**config.mk**
```make
export PLATFORM = sky130hd
export DESIGN_NAME = axis_governor_ctl
export DESIGN_NICKNAME = d
export VERILOG_FILES = /design/src/rtl/axis_governor_ctl.sv
export SDC_FILE = /design/constraint.sdc
export NUM_CORES = 1
export LEC_CHECK = 0
export CAP_MARGIN = 10
export CORE_ASPECT_RATIO = 1.75
export CORE_UTILIZATION = 30
export CTS_BUF_LIST = sky130_fd_sc_hd__clkbuf_4 sky130_fd_sc_hd__clkbuf_8
export DETAILED_ROUTE_END_ITERATION = 16
export SYNTH_ARGS = -nofsm -noshare
export SYNTH_HDL_FRONTEND = slang
export SYNTH_SLANG_ARGS = --single-unit
```
**constraint.sdc**
```tcl
create_clock -name clk -period 6.25 [get_ports clk]
set_input_delay 0.625 -clock clk [delete_from_list [all_inputs] [get_ports clk]]
set_output_delay 0.625 -clock clk [all_outputs]
set_load 0.02 [all_outputs]
```
**src/rtl/axis_governor_ctl.sv**
```systemverilog
// ---------------------------------------------------------------------------
// axis_governor_ctl
//
// Debug controller for one stream governor on the same clock. Host commands
// arrive on a 32-bit AXI Stream port and steer the governor's pause / drop /
// log_en controls. The governor's input handshake is monitored so the block
// can free-run, single-step N flits, or run until a TDEST breakpoint, and
// then re-pause the governor.
//
// Ports
//   clk, rst          : sole clock (rising edge), synchronous active-high reset
//   cmd_TDATA/TVALID  : command word [31:28] opcode, [27:0] argument
//   cmd_TREADY        : command ready, high whenever rst is low
//   mon_TVALID/TREADY : governor input handshake (observed only)
//   mon_TDEST         : governor input TDEST (observed only)
//   pause/drop/log_en : registered governor controls
//   state             : 0 PAUSED, 1 RUN, 2 STEP, 3 RUN_BP
//   flit_count        : monitored handshakes since reset, wraps at 2^32
//   bp_hit            : one-cycle pulse when a breakpoint stops RUN_BP
// ---------------------------------------------------------------------------
module axis_governor_ctl #(
  parameter int DEST_WIDTH = 16  // must not exceed 28 (argument field width)
) (
  input  logic                  clk,
  input  logic                  rst,
  input  logic [31:0]           cmd_TDATA,
  input  logic                  cmd_TVALID,
  output logic                  cmd_TREADY,
  input  logic                  mon_TVALID,
  input  logic                  mon_TREADY,
  input  logic [DEST_WIDTH-1:0] mon_TDEST,
  output logic                  pause,
  output logic                  drop,
  output logic                  log_en,
  output logic [1:0]            state,
  output logic [31:0]           flit_count,
  output logic                  bp_hit
);

  typedef enum logic [1:0] {
    ST_PAUSED = 2'd0,
    ST_RUN    = 2'd1,
    ST_STEP   = 2'd2,
    ST_RUN_BP = 2'd3
  } state_e;

  localparam logic [3:0] OP_PAUSE   = 4'd1;
  localparam logic [3:0] OP_RUN     = 4'd2;
  localparam logic [3:0] OP_STEP    = 4'd3;
  localparam logic [3:0] OP_FLAGS   = 4'd4;
  localparam logic [3:0] OP_BP_VAL  = 4'd5;
  localparam logic [3:0] OP_BP_MASK = 4'd6;
  localparam logic [3:0] OP_RUN_BP  = 4'd7;

  state_e                state_q, state_d;
  logic [27:0]           step_q, step_d;
  logic [31:0]           flit_q, flit_d;
  logic [DEST_WIDTH-1:0] bp_val_q, bp_val_d;
  logic [DEST_WIDTH-1:0] bp_mask_q, bp_mask_d;
  logic                  pause_q, pause_d;
  logic                  drop_q, drop_d;
  logic                  log_q, log_d;
  logic                  hit_q, hit_d;

  logic                  xfer_s;
  logic                  bp_match_s;
  logic [3:0]            op_s;
  logic [27:0]           arg_s;

  // Ready is purely a function of reset; there is no backpressure on commands.
  assign cmd_TREADY = ~rst;

  assign xfer_s     = mon_TVALID & mon_TREADY;
  assign bp_match_s = ((mon_TDEST & bp_mask_q) == (bp_val_q & bp_mask_q));
  assign op_s       = cmd_TDATA[31:28];
  assign arg_s      = cmd_TDATA[27:0];

  // Next-state computation: xfer-driven progress first, then commands override.
  always_comb begin
    state_d   = state_q;
    step_d    = step_q;
    flit_d    = flit_q + {31'd0, xfer_s};
    bp_val_d  = bp_val_q;
    bp_mask_d = bp_mask_q;
    drop_d    = drop_q;
    log_d     = log_q;
    hit_d     = 1'b0;

    // Handshake progress is judged under the current state.
    case (state_q)
      ST_STEP: begin
        if (xfer_s) begin
          // Counter is always >= 1 here, so the decrement cannot underflow.
          step_d = step_q - 28'd1;
          if (step_q == 28'd1) begin
            state_d = ST_PAUSED;
          end else begin
            state_d = ST_STEP;
          end
        end else begin
          state_d = ST_STEP;
        end
      end
      ST_RUN_BP: begin
        // The matching flit itself passes; the stop takes effect after it.
        if (xfer_s && bp_match_s) begin
          state_d = ST_PAUSED;
          hit_d   = 1'b1;
        end else begin
          state_d = ST_RUN_BP;
        end
      end
      ST_RUN:    state_d = ST_RUN;
      ST_PAUSED: state_d = ST_PAUSED;
      default:   state_d = ST_PAUSED;
    endcase

    // An accepted command takes priority over the xfer-driven next state.
    if (cmd_TVALID) begin
      case (op_s)
        OP_PAUSE:  state_d = ST_PAUSED;
        OP_RUN:    state_d = ST_RUN;
        OP_STEP: begin
          step_d = arg_s;
          if (arg_s == 28'd0) begin
            state_d = ST_PAUSED;
          end else begin
            state_d = ST_STEP;
          end
        end
        OP_FLAGS: begin
          drop_d = arg_s[0];
          log_d  = arg_s[1];
        end
        OP_BP_VAL:  bp_val_d  = cmd_TDATA[DEST_WIDTH-1:0];
        OP_BP_MASK: bp_mask_d = cmd_TDATA[DEST_WIDTH-1:0];
        OP_RUN_BP:  state_d   = ST_RUN_BP;
        default:    state_d   = state_d;  // NOP and reserved opcodes
      endcase
    end else begin
      state_d = state_d;
    end

    // Pausing from the next state keeps the stop latency to one cycle.
    pause_d = (state_d == ST_PAUSED);
  end

  // Control state and registered governor outputs.
  always_ff @(posedge clk) begin
    if (rst) begin
      state_q   <= ST_PAUSED;
      step_q    <= 28'd0;
      flit_q    <= 32'd0;
      bp_val_q  <= '0;
      bp_mask_q <= '0;
      pause_q   <= 1'b1;
      drop_q    <= 1'b0;
      log_q     <= 1'b0;
      hit_q     <= 1'b0;
    end else begin
      state_q   <= state_d;
      step_q    <= step_d;
      flit_q    <= flit_d;
      bp_val_q  <= bp_val_d;
      bp_mask_q <= bp_mask_d;
      pause_q   <= pause_d;
      drop_q    <= drop_d;
      log_q     <= log_d;
      hit_q     <= hit_d;
    end
  end

  assign pause      = pause_q;
  assign drop       = drop_q;
  assign log_en     = log_q;
  assign state      = state_q;
  assign flit_count = flit_q;
  assign bp_hit     = hit_q;

endmodule
```
# ---- Yosys cells after proc, flatten, opt, wreduce, memory -nomap -nowiden
# Cells that the tools add are included.
dict set report op_classes {
  n_addsub 2
  eq_ne 12
  n_mux 12
  n_bitwise 5
  n_reduce_logical 8
}
# operator count
set op_table {}
lappend op_table {{28-bit 2-to-1 mux} 4}
lappend op_table {{32-bit by 1-bit adder with 32-bit output} 1}
lappend op_table {{16-bit AND} 2}
lappend op_table {{28-bit by 1-bit equality test with 1-bit output (second input constant)} 1}
lappend op_table {{28-bit logical NOT} 1}
lappend op_table {{28-bit by 1-bit subtractor with 28-bit output (second input constant)} 1}
lappend op_table {{16-bit equality test} 1}
lappend op_table {{4-bit by 3-bit equality test with 1-bit output (second input constant)} 4}
lappend op_table {{2-bit one-hot mux with 4 select lines} 2}
lappend op_table {{2-bit 2-to-1 mux} 5}
lappend op_table {{4-bit by 2-bit equality test with 1-bit output (second input constant)} 2}
lappend op_table {{2-bit AND reduction} 3}
lappend op_table {{2-bit equality test (second input constant)} 2}
lappend op_table {{4-bit by 1-bit equality test with 1-bit output (second input constant)} 1}
lappend op_table {{2-bit logical NOT} 2}
lappend op_table {{2-bit by 1-bit equality test with 1-bit output (second input constant)} 1}
lappend op_table {{1-bit NOT} 2}
lappend op_table {{2-bit OR reduction} 1}
lappend op_table {{1-bit AND} 1}
lappend op_table {{1-bit logical AND} 1}
lappend op_table {{1-bit 2-to-1 mux} 1}
dict set report totals {
  register_bits 98
  input_bits 53
  out_inout_bits 39
  wordCells 48
}

# ---- Depth between registers and ports, before layout
# Gate-level depths: netlist (run 1).
dict set report depth {
  word_depth 8
  mapped_depth 10
  ltp_nobuf 9
}

# ---- Least setup slack after synthesis (run 1)
# No wires, ideal clock.
dict set report synth_path {
  kind {reg-to-reg}
  startpoint {register step_q[10]}
  endpoint {register step_q[23]}
  setup_ps 136
  arrival_ps 2304
  required_ps 6114
  setup_slack_ps 3810
  path_stages_with_launch 8
  path_buffers 1
  synth_period_minus_slack_ps 2440
  path_cell_list {dfxtp_1 -> or4_4 -> or3_1 -> buf_2 -> or4b_4 -> nor4_4 -> xnor2_1 -> a211oi_2}
}
dict set report synth_between {
  elab_chain_len 5
}
# item line
set synth_rtl {}
lappend synth_rtl {{from (decl)} 56} ;# logic [27:0] step_q, step_d;
lappend synth_rtl {{from (signal assigned)} 162} ;# step_q <= step_d;
lappend synth_rtl {{28-bit by 1-bit subtractor with 28-bit output *} 94} ;# step_d = step_q - 28'd1;
lappend synth_rtl {{28-bit 2-to-1 mux *} 92} ;# if (xfer_s) begin
lappend synth_rtl {{28-bit 2-to-1 mux *} 90} ;# case (state_q)
lappend synth_rtl {{28-bit 2-to-1 mux} 120} ;# case (op_s)
lappend synth_rtl {{28-bit 2-to-1 mux *} 119} ;# if (cmd_TVALID) begin
# Mark *: on every way between the ends. The rest lies on a longest branch, timed or not.
# A chain may end at the register's enable or synchronous reset.

# ---- Worst setup path after layout (run 1)
dict set report layout_path {
  startpoint {input port cmd_TDATA[29]}
  endpoint {register bp_val_q[13]}
}
dict set report layout_between {
  elab_chain_len 2
}
# item line
set layout_rtl {}
lappend layout_rtl {{from (decl)} 26} ;# input logic [31:0] cmd_TDATA,
lappend layout_rtl {{4-bit by 3-bit equality test with 1-bit output} 120}
lappend layout_rtl {{2-bit AND reduction (no source line)} --}
lappend layout_rtl {{to (signal assigned)} 164} ;# bp_val_q <= bp_val_d;
lappend layout_rtl {{to (decl)} 58} ;# logic [DEST_WIDTH-1:0] bp_val_q, bp_val_d;
# Every way passes these cells.

==> results.toml, run 1 <==
[logic_synthesis]
synth.net_count = 613
synth-warning-count = 0
ys_async_sr_fraction_pct = 0
synth_ff_type = "sky130_fd_sc_hd__dfxtp_1"
most_used_standard_cell_by_instance_count_after_synthesis = "sky130_fd_sc_hd__dfxtp_1"
number_of_synthesized_flops_with_an_enable_pin = 0
synth.area.top_cells = "sky130_fd_sc_hd__dfxtp_1 43%, sky130_fd_sc_hd__xor2_1 7.8%, sky130_fd_sc_hd__nor2_1 5.8%"
post_synth_instance_area_mm2 = 0.00461
synth_common_cells = "98 x sky130_fd_sc_hd__dfxtp_1, 71 x sky130_fd_sc_hd__nor2_1, 54 x sky130_fd_sc_hd__nand2_1"
syn_avg_cell_area_um2 = 8.29
synth.ff_latch_count = 98
synth_top_cell_by_area = "sky130_fd_sc_hd__dfxtp_1"
syn_inst = 556
yosysSeqAreaShare_pct = 42.6
ys_types = 44
fraction_of_post_synthesis_cell_area_in_the_top_cell_type_by_area_pct = 42.6

[sta]
post-route-period-util_pct = 47.9
period_minus_slack_ps = 2990
timing.final.hold_violations = 0
clock-skew-final_ps = 15.5
setup_viol = 0
unrepaired_setup_endpoints_after_global_routing = "false"
fmax_ghz = 0.334
final_max_slew_viol_count = 0
timing_worst_slew_pin_value_ps = 1040
aggregate_negative_setup_slack_ps = 0
max_slew_margin_pct = 30.9

[floorplanning]
floorplan.io_pins = 92
fp-row-count = 59
area_of_the_core_mm2 = 0.0149
die_h_um = 166
die_w_um = 95.7
floorplan.initialDensity_pct = 30.9
dieArea_mm2 = 0.0159

[detailed_routing]
drt_iter0_markers = 175
route.detailed.wl_per_inst_um = 16.2
wl_um = 13200
route.detailed.drc = 0
antenna_left = 0
detailroute.via_count = 4188
via_per_inst = 5.14
firstDrtPassIters = 5

[layout]
layout_cell_share_with_drive_strength_beyond_1_pct = 4.11
final_area_mm2 = 0.00581
finalNetCount = 685
flow.area_growth_from_synthesis_pct = 26.1
antenna_cells_inserted = 0

[worst_setup_path]
kind_of_critical_path = "primary input to flop"
worstReg2RegStart = "step_q[10]"
path_delay_family = "simple AND/OR/NAND/NOR gates"
slowest_stage = "sky130_fd_sc_hd__nor2_1"
critPathRequiredTime_ps = 6460
path_buf_inv = 1
crit_arrival_ps = 3200
timing.critical_path.cells = "clkdlybuf4s50_1 > nor2_1 > nand2_1 > nand2_1 > a21oi_1"
timing.critical_path.from = "cmd_TDATA[29]"
worst_path_largest_cell_delay_ps = 900
critical-path-top-cell-by-count = "sky130_fd_sc_hd__nand2_1"
critPathCaptureType = "flop"
crit_path_start_kind = "primary input"
crit_fanout = 24

[power]
leakage_nw = 2.00
power.share.combinational_pct = 11.9
share_clk_of_total_power_pct = 32.8
internal-power_mw = 0.847
powerDensity_mw_per_mm2 = 201
p_switching_mw = 0.323
sw_frac_of_total_pct = 27.6
irDropWorstVdd_v = 0.0000867
seq_power_share_pct = 55.3

[clock_network]
cts-resized-gates = 0
clock_latency_ps = 370
tritoncts_num_sinks = 98
cts.htree.levels = 3
cts_tree = "yes"
hold_buffers = 0
clk_pin_slew_worst_paths_ps = 90
post-cts-setup-buffer-count = 0
ctsRootBufferMaster = "sky130_fd_sc_hd__clkbuf_8"
cts-buffers-inserted = 9
number_of_buffers_between_clock_root_and_the_deepest_sink = 2

[grt]
grt_start_max_net_pins = 98
number_of_antenna_violations_at_the_first_check_in_global_routing = 0
globalRoute.totalOverflow = 0
first_global_vias = 4105
grt_util_all_layers_pct = 16.9
grt_first_pass_wirelength_um = 20500

[place]
buffer_ports.inserted = 91
place_congestion = 0.881
placement.cell_area_mm2 = 0.00564
dpl.hpwl_um = 9720

[min_path]
min_path_type = "flop to flop"
min-delay-start = "bp_mask_q[3]"

[outcome]
outcome = "finished clean"

[job]
drv.max_cap_violation_count = 0
per-stage QoR:
| stage | hold slack (ps) | cells | total power, mW | utilization [%] | setup WS [ps] |
|---|---|---|---|---|---|
| floorplan | 436 | 556 | 0.732 | - | 3810 |
| global placement | 445 | 800 | 0.797 | 37.8 | 3090 |
| detailed placement | 451 | 800 | 0.800 | 37.8 | 2920 |
| CTS | 464 | 815 | 1.19 | 39.0 | 3360 |
| global route | 476 | 815 | 1.22 | 39.0 | 3030 |
| finish | 461 | 815 | 1.17 | 39.0 | 3260 |
state kept, by name, indices dropped and copies added, names as in the netlist:
name / count
state: 2
bp_val_q: 16
bp_mask_q: 16
drop: 1
bp_hit: 1
pause: 1
step_q: 28
log_en: 1
flit_count: 32
final timing paths:
check	slack (ps)	cells after the start	to
setup / recovery	3260	5	bp_val_q[13]
hold / removal	460	2	bp_mask_q[3]
setup reg to reg	3640	6	step_q[23]
hold reg to reg	460	2	bp_mask_q[3]
logic make-up (layout without fill, tap and decap cells):
| logic type | after synthesis | after routing | synth area share [%] |
|---|---|---|---|
| buf+inv | 42 | 118 | 3.45 |
| compound gates | 90 | 90 | 12.1 |
| xor+xnor | 66 | 66 | 12.5 |
| flops | 98 | 98 | 42.6 |
| simple gates | 253 | 253 | 27.6 |
| mux | 3 | 3 | 0.651 |
| fa+ha+maj | 4 | 4 | 1.09 |
tightest hold or removal path, stage by stage, from the launching register on:
cell and delay (ps):
sky130_fd_sc_hd__dfxtp_1 320, sky130_fd_sc_hd__nand2_1 50, sky130_fd_sc_hd__a21oi_1 50
final cells by class:
cell class | count | area [µm²]
clock buffer | 9 | 124
tap | 183 | 229
fill | 1524 | 9100
clock inverter | 6 | 48.8
timing repair buffer | 93 | 921
inverter | 10 | 37.5
sequential | 98 | 1960
multi-input combinational | 416 | 2490
power groups by stage:
stage,registers (mW),clock network [mW],logic (mW)
2_1_floorplan,0.661,0,0.0708
3_3_place_gp,0.661,0,0.137
3_5_place_dp,0.661,0,0.138
4_1_cts,0.647,0.400,0.139
5_1_grt,0.649,0.423,0.150
6_report,0.647,0.384,0.139
routing by layer:
metal | track usage (%) | up-vias | part of all wire (%)
met4 | 10.4 | 0 | 5.0
met3 | 3.48 | 37 | 5.6
met1 | 17.4 | 1940 | 37
met2 | 30.0 | 127 | 52
li1 | - | 2084 | -
met5 | 0 | - | 0
layout by cell type (no fill, tap or decap), drive strengths merged, types with 4 or more instances in the layout:
cell type / instances
dfxtp: 98
clkdlybuf4s50: 90
nor2: 71
nand2: 54
nand3: 45
a21oi: 41
xor2: 41
a211oi: 26
xnor2: 25
or3: 15
nor4: 15
inv: 13
nor3: 12
nand4: 11
o21ai: 9
clkbuf: 9
a22oi: 7
and3: 6
ha: 4
Note: power is estimated with default switching activity, not from simulation.
==> run 2, diff against run 1 <==
==> constraint.sdc (replaced) <==
create_clock -name clk -period 2.8 [get_ports clk]
set_input_delay 0.28 -clock clk [delete_from_list [all_inputs] [get_ports clk]]
set_output_delay 0.28 -clock clk [all_outputs]
set_load 0.02 [all_outputs]
==> run 2 against run 1 <==
Non-clock buffer count increased by 12; critical endpoint is now step_q[23]; design area increased by 1.9%; critical path depth increased by 1; register-to-register slack got worse by 3400 ps; die area unchanged; power increased by 130%; combinational power increased by 130%; largest cell class unchanged.
==> results.toml, run 2 (synthesized netlist as in run 1, its figures left out) <==
[sta]
clock-skew-final_ps = 13.0
post-route-period-util_pct = 92.0
final_max_slew_viol_count = 0
fmax_ghz = 0.388
period_minus_slack_ps = 2580
max_slew_margin_pct = 58.4
timing_worst_slew_pin_value_ps = 623
timing.final.hold_violations = 0
unrepaired_setup_endpoints_after_global_routing = "false"
setup_viol = 0
aggregate_negative_setup_slack_ps = 0

[floorplanning]
floorplan.io_pins = 92
area_of_the_core_mm2 = 0.0149
floorplan.initialDensity_pct = 30.9
dieArea_mm2 = 0.0159
die_h_um = 166
fp-row-count = 59
die_w_um = 95.7

[detailed_routing]
route.detailed.wl_per_inst_um = 16.1
firstDrtPassIters = 5
detailroute.via_count = 4274
via_per_inst = 5.16
route.detailed.drc = 0
drt_iter0_markers = 130
antenna_left = 0
wl_um = 13400

[layout]
seqCellArea_mm2 = 0.00196
layout.cells.most_common = "sky130_fd_sc_hd__dfxtp_1"
multi_input_comb_area_mm2 = 0.00249
finalNetCount = 697
flow.area_growth_from_synthesis_pct = 28.4
layout_cell_share_with_drive_strength_beyond_1_pct = 6.05
count_of_placed_standard_cells_in_the_final_layout_fillers_left_out = 828
largest_register_ffs = 32
layout.cells.most_common_list = "98 x sky130_fd_sc_hd__dfxtp_1, 90 x sky130_fd_sc_hd__clkdlybuf4s50_1, 71 x sky130_fd_sc_hd__nor2_1"
antenna_cells_inserted = 0
fillCellCount = 1534

[power]
fin_total_pwr_mw = 2.66
irDropWorstVdd_v = 0.000209
powerDensity_mw_per_mm2 = 449
leakage_nw = 2.07

[worst_setup_path]
crit_fanout = 7
critPathCaptureType = "flop"
kind_of_critical_path = "flop to flop"
crit_arrival_ps = 2870
crit_path_start_kind = "flop"
critPathRequiredTime_ps = 3100

[clock_network]
cts_tree = "yes"
clk_pin_slew_worst_paths_ps = 100
post-cts-setup-buffer-count = 0
tritoncts_num_sinks = 98
cts.htree.levels = 3
clock_latency_ps = 380
ctsRootBufferMaster = "sky130_fd_sc_hd__clkbuf_8"
number_of_buffers_between_clock_root_and_the_deepest_sink = 2
hold_buffers = 0
cts-resized-gates = 0
cts-buffers-inserted = 9

[grt]
grt_start_max_net_pins = 56
first_global_vias = 4194
grt_util_all_layers_pct = 17.4
grt_first_pass_wirelength_um = 21100
globalRoute.totalOverflow = 0
number_of_antenna_violations_at_the_first_check_in_global_routing = 0

[job]
drv.max_cap_violation_count = 0

[min_path]
min_path_type = "primary input to flop"

[place]
dpl.hpwl_um = 9900
place_congestion = 0.799
dp_cells = 812
buffer_ports.inserted = 91

[outcome]
outcome = "finished clean"
## run 2: changes by cell type in the layout (fill, tap and decap cells not counted)
cell,before,now
sky130_fd_sc_hd__clkbuf_8,9,11
sky130_fd_sc_hd__inv_6,2,1
sky130_fd_sc_hd__clkinv_2,1,0
sky130_fd_sc_hd__buf_4,2,14
sky130_fd_sc_hd__clkbuf_4,0,1
sky130_fd_sc_hd__inv_8,1,0
sky130_fd_sc_hd__clkinv_4,0,2
sky130_fd_sc_hd__clkinvlp_4,2,1
## run 2: area by class of cell
cell class	instances	share of cell area (%)
multi-input combinational	416	42.0
sequential	98	33.1
timing repair buffer	105	17.1
tap	183	3.87
clock buffer	12	2.68
inverter	10	0.634
clock inverter	4	0.570
## run 2: path summary, 6_finish.rpt
kind	slack [ps]	cells past startpoint	end	from
setup / recovery	220	6	step_q[23]	step_q[10]
hold / removal	270	3	bp_hit	rst
setup reg to reg	220	6	step_q[23]	step_q[10]
hold reg to reg	460	2	bp_mask_q[11]	bp_mask_q[11]
## run 2: power breakdown
part	internal (mW)	total [mW]	switching [mW]
combinational	0.147	0.321	0.174
clock	0.388	0.893	0.505
sequential	1.42	1.44	0.0248
total	1.96	2.66	0.704
## run 2: worst max-delay path, stage by stage (launching register included)
cell	delay, ps
sky130_fd_sc_hd__dfxtp_1	330
sky130_fd_sc_hd__or4_4	540
sky130_fd_sc_hd__or3_1	480
sky130_fd_sc_hd__or4b_4	590
sky130_fd_sc_hd__nor4_4	230
sky130_fd_sc_hd__xnor2_1	110
sky130_fd_sc_hd__a211oi_2	210
## run 2: layer usage
metal | part of all wire [%] | global-route usage (%) | vias up
li1 | - | - | 2105
met1 | 38 | 18.5 | 2016
met2 | 52 | 31.6 | 124
met3 | 5.0 | 2.47 | 29
met4 | 4.6 | 9.67 | 0
met5 | 0 | 0 | -
## run 2: per-stage QoR
stage	setup WS [ps]	instance area [µm²]	hold slack (ps)	utilization (%)
after global routing	98.0	5920	279	39.7
after CTS	231	5920	274	39.7
after floorplan	360	4610	424	-
after global placement	173	5730	443	38.4
final	224	5920	273	39.7
after detailed placement	162	5730	448	38.4
